<file path="src/rtl/nco_cordic_phase_det.sv">
// Vectoring-mode CORDIC phase detector: converts a signed (cos, sin) pair into an
// unsigned phase (fraction of a turn, NCO accumulator convention) and a gained magnitude.
module nco_cordic_phase_det #(
  parameter int unsigned mpr   = 12,
  parameter int unsigned apr   = 22,
  parameter int unsigned niter = 16,
  parameter int unsigned gbits = 4
) (
  input  logic             clk,
  input  logic             reset_n,
  input  logic             clken,
  input  logic             in_valid,
  output logic             in_ready,
  input  logic [mpr-1:0]   sin_i,
  input  logic [mpr-1:0]   cos_i,
  output logic [apr-1:0]   phase_o,
  output logic [mpr+1:0]   mag_o,
  output logic             out_valid
);

  localparam int unsigned W  = mpr + 2 + gbits;
  localparam int unsigned ZW = 32;
  localparam int unsigned CW = 5;
  localparam int unsigned MW = mpr + 2;

  typedef enum logic {
    IDLE = 1'b0,
    ITER = 1'b1
  } state_t;

  state_t                r_state, w_state_nxt;
  logic [CW-1:0]         r_cnt, w_cnt_nxt;
  logic signed [W-1:0]   r_x, w_x_nxt;
  logic signed [W-1:0]   r_y, w_y_nxt;
  logic [ZW-1:0]         r_z, w_z_nxt;
  logic                  r_zero, w_zero_nxt;
  logic [apr-1:0]        r_phase, w_phase_nxt;
  logic [MW-1:0]         r_mag, w_mag_nxt;
  logic                  r_valid, w_valid_nxt;
  logic                  r_ready;

  logic signed [W-1:0]   w_sin_ext;
  logic signed [W-1:0]   w_cos_ext;
  logic signed [W-1:0]   w_xs;
  logic signed [W-1:0]   w_ys;
  logic [ZW-1:0]         w_atan;

  // atan(2^-i) on a 2^32 full-turn scale, rounded
  function automatic logic [ZW-1:0] atan_rom(input logic [CW-1:0] idx);
    logic [ZW-1:0] v;
    case (idx)
      5'd0:    v = 32'd536870912;
      5'd1:    v = 32'd316933406;
      5'd2:    v = 32'd167458907;
      5'd3:    v = 32'd85004756;
      5'd4:    v = 32'd42667331;
      5'd5:    v = 32'd21354465;
      5'd6:    v = 32'd10679838;
      5'd7:    v = 32'd5340245;
      5'd8:    v = 32'd2670163;
      5'd9:    v = 32'd1335087;
      5'd10:   v = 32'd667544;
      5'd11:   v = 32'd333772;
      5'd12:   v = 32'd166886;
      5'd13:   v = 32'd83443;
      5'd14:   v = 32'd41722;
      5'd15:   v = 32'd20861;
      5'd16:   v = 32'd10430;
      5'd17:   v = 32'd5215;
      5'd18:   v = 32'd2608;
      5'd19:   v = 32'd1304;
      default: v = '0;
    endcase
    return v;
  endfunction

  // Two headroom bits above the sample, guard bits below
  assign w_sin_ext = {{2{sin_i[mpr-1]}}, sin_i, {gbits{1'b0}}};
  assign w_cos_ext = {{2{cos_i[mpr-1]}}, cos_i, {gbits{1'b0}}};
  assign w_xs      = r_x >>> r_cnt;
  assign w_ys      = r_y >>> r_cnt;
  assign w_atan    = atan_rom(r_cnt);

  always_comb begin
    w_state_nxt = r_state;
    w_cnt_nxt   = r_cnt;
    w_x_nxt     = r_x;
    w_y_nxt     = r_y;
    w_z_nxt     = r_z;
    w_zero_nxt  = r_zero;
    w_phase_nxt = r_phase;
    w_mag_nxt   = r_mag;
    w_valid_nxt = r_valid;
    if (clken) begin
      w_valid_nxt = 1'b0;
      case (r_state)
        IDLE: begin
          if (in_valid && r_ready) begin
            // Fold the left half-plane onto the right so the rotation converges
            if (cos_i[mpr-1]) begin
              w_x_nxt = -w_cos_ext;
              w_y_nxt = -w_sin_ext;
              w_z_nxt = 32'h8000_0000;
            end else begin
              w_x_nxt = w_cos_ext;
              w_y_nxt = w_sin_ext;
              w_z_nxt = '0;
            end
            w_zero_nxt  = (sin_i == '0) && (cos_i == '0);
            w_cnt_nxt   = '0;
            w_state_nxt = ITER;
          end
        end
        ITER: begin
          if (!r_y[W-1]) begin
            w_x_nxt = r_x + w_ys;
            w_y_nxt = r_y - w_xs;
            w_z_nxt = r_z + w_atan;
          end else begin
            w_x_nxt = r_x - w_ys;
            w_y_nxt = r_y + w_xs;
            w_z_nxt = r_z - w_atan;
          end
          w_cnt_nxt = r_cnt + CW'(1);
          if (r_cnt == CW'(niter - 1)) begin
            w_phase_nxt = r_zero ? '0 : w_z_nxt[ZW-1 -: apr];
            w_mag_nxt   = r_zero ? '0 : w_x_nxt[W-1:gbits];
            w_valid_nxt = 1'b1;
            w_state_nxt = IDLE;
          end
        end
        default: w_state_nxt = IDLE;
      endcase
    end
  end

  always_ff @(posedge clk or negedge reset_n) begin
    if (!reset_n) begin
      r_state <= IDLE;
      r_cnt   <= '0;
      r_x     <= '0;
      r_y     <= '0;
      r_z     <= '0;
      r_zero  <= 1'b0;
      r_phase <= '0;
      r_mag   <= '0;
      r_valid <= 1'b0;
      r_ready <= 1'b0;
    end else begin
      r_state <= w_state_nxt;
      r_cnt   <= w_cnt_nxt;
      r_x     <= w_x_nxt;
      r_y     <= w_y_nxt;
      r_z     <= w_z_nxt;
      r_zero  <= w_zero_nxt;
      r_phase <= w_phase_nxt;
      r_mag   <= w_mag_nxt;
      r_valid <= w_valid_nxt;
      r_ready <= (w_state_nxt == IDLE);
    end
  end

  assign in_ready  = r_ready;
  assign phase_o   = r_phase;
  assign mag_o     = r_mag;
  assign out_valid = r_valid;

endmodule
</file>
<file path="config.mk">
export PLATFORM = sky130hd
export DESIGN_NAME = nco_cordic_phase_det
export DESIGN_NICKNAME = d
export VERILOG_FILES = /design/src/rtl/nco_cordic_phase_det.sv
export SDC_FILE = /design/constraint.sdc
export NUM_CORES = 1
export LEC_CHECK = 0
export CAP_MARGIN = 10
export CORE_ASPECT_RATIO = 1.4
export CORE_MARGIN = 3
export CORE_UTILIZATION = 25
export DETAILED_ROUTE_END_ITERATION = 10
export MAX_ROUTING_LAYER = met4
export PLACE_DENSITY_LB_ADDON = 0.15
export SYNTH_ARGS = -nofsm -noshare
export SYNTH_HDL_FRONTEND = slang
export SYNTH_SLANG_ARGS = --single-unit
</file>
<file path="constraint.sdc">
create_clock -name clk -period 15.2 [get_ports clk]
set_input_delay 2.28 -clock clk [delete_from_list [all_inputs] [get_ports clk]]
set_output_delay 2.28 -clock clk [all_outputs]
set_load 0.005 [all_outputs]
</file>
==> results of run 1 <==
-- cells in the final DEF (no fill, tap or decap), types with 8 or more instances in the layout --
cell               n
nand2_1          152
nor2_1           111
a21oi_1          109
dfrtp_1          109
o21ai_0          102
ha_1              78
xnor2_1           68
clkdlybuf4s50_1   64
xor2_1            53
a22o_1            48
inv_1             40
mux4_2            34
a21o_1            30
nand2b_1          29
o31ai_1           28
nor2b_1           25
nor3_1            25
mux2i_1           25
a31oi_1           24
o22ai_1           18
buf_4             18
nand3_1           17
o21a_1            17
clkbuf_16         17
a211oi_1          10
and2_1            10
nand4_1            8
-- cell usage after synthesis, types with 6 or more instances --
cell / count
o22ai_1: 18
a31oi_1: 24
buf_2: 18
nand4_1: 8
nand2_1: 153
nand3_1: 17
o21a_1: 17
xor2_1: 53
o21bai_1: 7
a22oi_1: 7
o21ai_0: 102
and3_1: 7
a211oi_1: 10
and2_1: 10
dfrtp_1: 113
nor2b_1: 25
nor2_1: 112
xnor2_1: 68
a21oi_1: 109
ha_1: 78
a21o_1: 30
o211ai_1: 6
nand2b_1: 29
a221o_1: 7
inv_1: 40
a21boi_0: 6
o31ai_1: 28
a22o_1: 48
mux2i_1: 25
buf_6: 6
mux4_2: 34
nor3b_1: 6
or3_1: 7
clkbuf_1: 48
nor3_1: 25
nor4_1: 7
o41ai_1: 6
buf_1: 10
-- critical path, delay by kind of cell (launching register included) --
| kind | cells | cell delay [ps] |
|---|---|---|
| DFF | 1 | 340 |
| buffers and inverters | 2 | 1020 |
| xor gates and xnor gates | 2 | 330 |
| AOI/OAI and AO/OA | 11 | 2840 |
| and+or+nand+nor | 5 | 1170 |
| adders and majority gates | 3 | 1020 |
-- cell type report --
type,count,area [um2]
inverter,41,154
sequential,113,2830
multi-input combinational,1182,8530
clock inverter,14,193
clock buffer,18,439
timing repair buffer,82,776
tap,624,781
fill,5105,33300
-- through the flow --
step	std cells	instance area, um2	hold slack (ps)
floorplan	1423	11900	455
global placement	2042	13100	465
detailed placement	2042	13100	471
CTS	2074	13700	484
global route	2074	13700	512
finish	2074	13700	482
-- registers in the layout, summed over array words and instances, names as in the netlist --
| signal | flops |
|---|---|
| r_y | 18 |
| r_state | 1 |
| phase_o | 22 |
| r_z | 32 |
| r_x | 18 |
| r_cnt | 5 |
| r_zero | 1 |
| out_valid | 1 |
| mag_o | 14 |
| in_ready | 1 |
-- worst max path at each step --
stage                         from       to  cells after the start
after floorplan           r_cnt[0]  r_z[31]                     24
after global routing      r_cnt[1]  r_z[31]                     21
final                     r_cnt[1]  r_z[31]                     23
after CTS                 r_cnt[1]  r_z[31]                     23
after global placement    r_cnt[0]  r_z[31]                     23
after detailed placement  r_cnt[0]  r_z[31]                     23
-- routing by layer --
metal	track usage	wire, um	vias to the layer above
met4	0.0566	973	0
met1	0.195	17500	5306
met2	0.295	21800	216
met3	0.0185	1100	46
li1	-	-	5322
met5	-	0	-
-- logic make-up (layout without fill, tap and decap cells) --
| kind of cell | Yosys count | in the layout | share of synthesized area |
|---|---|---|---|
| DFF | 113 | 113 | 0.237 |
| and+or+nand+nor | 425 | 425 | 0.168 |
| muxes | 68 | 68 | 0.0962 |
| AOI/OAI and AO/OA | 487 | 487 | 0.274 |
| xor gates and xnor gates | 121 | 121 | 0.0888 |
| adders and majority gates | 81 | 81 | 0.0868 |
| buffers and inverters | 128 | 155 | 0.0496 |
==> impl_metrics.env, run 1 <==
export IMPL_dp_hpwl_um=30800
export IMPL_timing_final_ws_setup_ps=8330
export IMPL_die_area_mm2=0.0504
export IMPL_grt_pass1_wl_um=63300
export IMPL_htreeDepth=4
export IMPL_tns_ps=0
export IMPL_cpPeakStageDelay_ps=690
export IMPL_min_from="phase_o[18]"
export IMPL_track_usage=0.166
export IMPL_worstPathArrival_ps=7200
export IMPL_layout_drive_gt1_share=0.0821
export IMPL_seq_area_frac_synth=0.237
export IMPL_slowest_stage="buf_4"
export IMPL_io_pins=66
export IMPL_critPathCaptureType="flip-flop"
export IMPL_synthArstFlopShare=1.00
export IMPL_first_iter_violations=673
export IMPL_regToRegSetupSlack_ps=8330
export IMPL_utilization=0.291
export IMPL_max_cap_violations=0
export IMPL_cts_resized=0
export IMPL_cts_root_buf="clkbuf_16"
export IMPL_max_slew_worst_pin_slew_ps=1040
export IMPL_die_w_um=191
export IMPL_setup_violations=0
export IMPL_synth_ff_type="dfrtp_1"
export IMPL_drc=0
export IMPL_clk_pin_slew_ps=70
export IMPL_grt_max_degree=80
export IMPL_postCtsSetupRepairBufs=0
export IMPL_ys_types=91
export IMPL_start_kind="flip-flop"
export IMPL_start_util=0.254
export IMPL_dr_pass1_iters=5
export IMPL_row_count=94
export IMPL_routedWlPerCell_um=19.9
export IMPL_place_congestion=0.905
export IMPL_crit_type="flip-flop to flip-flop"
export IMPL_synth_area_top_cells="dfrtp_1, ha_1, mux4_2, xnor2_1, nand2_1"
export IMPL_via_per_inst=5.25
export IMPL_cts_buffer_depth=2
export IMPL_routed_wl_um=41300
export IMPL_syn_area_mm2=0.0119
export IMPL_cp_cell_sequence="buf_4 > inv_1 > ha_1 > nand2b_1 > o21ai_0 > a22o_1 > a21oi_1 > ha_1 > nand3_1 > nor4b_1 > and3_1 > nor2_1 > xor2_1 > ha_1 > a21o_1 > a21o_1 > a221o_1 > a221o_1 > a31oi_1 > o21ai_0 > a21oi_1 > xnor2_1 > a221o_1"
export IMPL_grt_ovfl_total=0
export IMPL_yosys_warnings=0
export IMPL_synth_nets=1532
export IMPL_status="finished, final reports clean"
export IMPL_ctsHoldBuffers=0
export IMPL_clock_skew_final_ps=13.3
export IMPL_max_slew_margin=0.303
export IMPL_reg2reg_depth=23
export IMPL_vias=10900
export IMPL_area_growth_pct=14.9
export IMPL_cts_buffers=17
export IMPL_numPortBuffers=65
export IMPL_min_to="phase_o[18]"
export IMPL_timing_fmax_mhz=146
export IMPL_reg2reg_from="r_cnt[1]"
export IMPL_hp_class="flip-flop to flip-flop"
export IMPL_synth_top_area_frac=0.237
export IMPL_insertedDiodeCount=0
export IMPL_fin_crit_ps=6870
export IMPL_syn_area_per_cell_um2=8.38
export IMPL_core_region_area_mm2=0.0470
export IMPL_post_route_period_util=0.452
export IMPL_grt_pass1_vias=10700
export IMPL_nets=1546
export IMPL_min_delay_path_depth=2
export IMPL_clock_sinks=113
export IMPL_worstSkewPairLatency_ps=450
export IMPL_yosys_area_top_type="dfrtp_1"
export IMPL_die_h_um=264
export IMPL_r2r_end="r_z[31]"
export IMPL_synth_edf_count=0
export IMPL_post_place_ws_ps=8430
export IMPL_hold_violations=0
export IMPL_rsz0062_at_grt="false"
export IMPL_crit_fanout=69
export IMPL_antenna_found_initial=0
export IMPL_postRouteAntennaNets=0
export IMPL_synth_ff_latch_count=113
export IMPL_cts_tree="yes"
export IMPL_finalMaxSlewViolations=0
export IMPL_syn_inst=1423
export IMPL_cp_required_ps=15530
Power of run 1 is not shown: default switching activity piles up to over one toggle a cycle in this logic, so the estimate is an artifact.
==> run 2: changes to the inputs <==
- clock period: 15.2 -> 6.2 ns (I/O delays scaled with it)
==> run 2 against run 1 <==
Global-route usage increased by 0.46 points; core utilization increased by 0.29 points; flip-flop and latch count unchanged; die area unchanged; clock skew increased by 3.2 ps; highest routed layer unchanged.
==> impl_metrics.env, run 2 (synthesis gave the netlist of run 1 again) <==
export IMPL_cts_root_buf="clkbuf_16"
export IMPL_row_count=94
export IMPL_dp_hpwl_um=31500
export IMPL_via_per_inst=5.28
export IMPL_area_growth_pct=16.0
export IMPL_reg2reg_from="r_cnt[1]"
export IMPL_cts_buffers=17
export IMPL_clk_pin_slew_ps=70
export IMPL_start_util=0.254
export IMPL_post_route_period_util=0.924
export IMPL_largest_register_ffs=32
export IMPL_worstPathArrival_ps=6060
export IMPL_final_common_cell="nand2_1"
export IMPL_track_usage=0.171
export IMPL_use_met3=0.0196
export IMPL_nets=1573
export IMPL_slowest_stage="dfrtp_2"
export IMPL_htreeDepth=4
export IMPL_timing_final_ws_setup_ps=473
export IMPL_cp_required_ps=6540
export IMPL_cts_tree="yes"
export IMPL_layout_drive_gt1_share=0.100
export IMPL_clock_skew_final_ps=16.5
export IMPL_reg2reg_depth=21
export IMPL_regMostFlops="r_z"
export IMPL_die_h_um=264
export IMPL_setup_violations=0
export IMPL_drc=0
export IMPL_rsz0062_at_grt="false"
export IMPL_first_iter_violations=733
export IMPL_critical_path_buf_inv_count=1
export IMPL_crit_family="compound AO/OA/AOI/OAI gates"
export IMPL_r2r_end="r_z[31]"
export IMPL_postRouteAntennaNets=0
export IMPL_crit_type="flip-flop to flip-flop"
export IMPL_fin_crit_ps=5730
export IMPL_utilization=0.294
export IMPL_grt_pass1_vias=10900
export IMPL_hold_violations=0
export IMPL_ctsHoldBuffers=0
export IMPL_antenna_found_initial=0
export IMPL_routedWlPerCell_um=19.9
export IMPL_hp_class="primary input to asynchronous set/reset pin"
export IMPL_post_place_ws_ps=373
export IMPL_layout_common_cells="nand2_1, nor2_1, a21oi_1"
export IMPL_cp_cell_sequence="buf_4 > ha_1 > a21oi_1 > a22o_1 > a21oi_1 > ha_1 > nand3_1 > nor4b_2 > and3_1 > nor2_1 > xor2_1 > ha_1 > a21o_1 > a21o_1 > a221o_1 > a221o_1 > a31oi_1 > o21ai_0 > a21oi_1 > xnor2_1 > a221o_1"
export IMPL_grt_use_met2=0.295
export IMPL_insertedDiodeCount=0
export IMPL_grt_max_degree=80
export IMPL_vias=11100
export IMPL_grt_ovfl_total=0
export IMPL_cts_buffer_depth=2
export IMPL_cpPeakStageDelay_ps=390
export IMPL_max_slew_worst_pin_slew_ps=909
export IMPL_max_slew_margin=0.392
export IMPL_status="finished, final reports clean"
export IMPL_grt_use_met1=0.201
export IMPL_finalMaxSlewViolations=0
export IMPL_timing_fmax_mhz=175
export IMPL_grt_busiest_layer="met2"
export IMPL_max_cap_violations=0
export IMPL_tns_ps=0
export IMPL_crit_fanout=31
export IMPL_core_region_area_mm2=0.0470
export IMPL_io_pins=66
export IMPL_place_congestion=0.905
export IMPL_dr_pass1_iters=5
export IMPL_numPortBuffers=65
export IMPL_critPathCaptureType="flip-flop"
export IMPL_postCtsSetupRepairBufs=0
export IMPL_regToRegSetupSlack_ps=470
export IMPL_die_w_um=191
export IMPL_die_area_mm2=0.0504
export IMPL_routed_wl_um=41900
export IMPL_grt_pass1_wl_um=64700
export IMPL_start_kind="flip-flop"
export IMPL_worstSkewPairLatency_ps=470
export IMPL_clock_sinks=113
-- run 2: timing repair --
action,CTS,global route
setup endpoints to repair,0,10
gates resized for setup,0,4
endpoints found under the hold margin,0,0
-- run 2: final cells by class --
cell class | instances | area, um2
Clock buffer | 19 | 453
Tap cell | 624 | 781
Sequential cell | 113 | 2830
Inverter | 41 | 154
Multi-Input combinational cell | 1182 | 8540
Timing Repair Buffer | 109 | 991
Clock inverter | 12 | 86.3
Fill cell | 5109 | 33200
-- run 2: stage by stage --
step | hold WS (ps) | cell area [um2] | instances
6_report | 422 | 13800 | 2100
3_3_place_gp | 460 | 13300 | 2069
5_1_grt | 438 | 13800 | 2100
2_1_floorplan | 455 | 11900 | 1423
4_1_cts | 415 | 13800 | 2100
3_5_place_dp | 471 | 13300 | 2069
-- run 2: worst max path at each step --
| stage | startpoint | endpoint | slack [ps] | cells after the start |
|---|---|---|---|---|
| after global routing | r_cnt[1] | r_y[16] | 7 | 20 |
| final | r_cnt[1] | r_z[31] | 470 | 21 |
| after detailed placement | r_cnt[3] | r_z[31] | 370 | 20 |
| after floorplan | r_cnt[0] | r_z[31] | 920 | 24 |
| after global placement | r_cnt[1] | mag_o[13] | 300 | 20 |
| after CTS | r_cnt[3] | r_z[31] | 330 | 20 |
-- run 2: layer usage --
layer	up-vias	part of all wire
met2	226	0.51
li1	5373	-
met1	5423	0.43
met5	-	0
met4	0	0.031
met3	56	0.027
Power of run 2 is left out for the same reason.
==> run 3: changes to the inputs <==
- CAP_MARGIN: 10 -> 5
==> results of run 3 <==
Final layout, timing and power as in run 2 (identical DEF).
Power of run 3 is left out for the same reason.
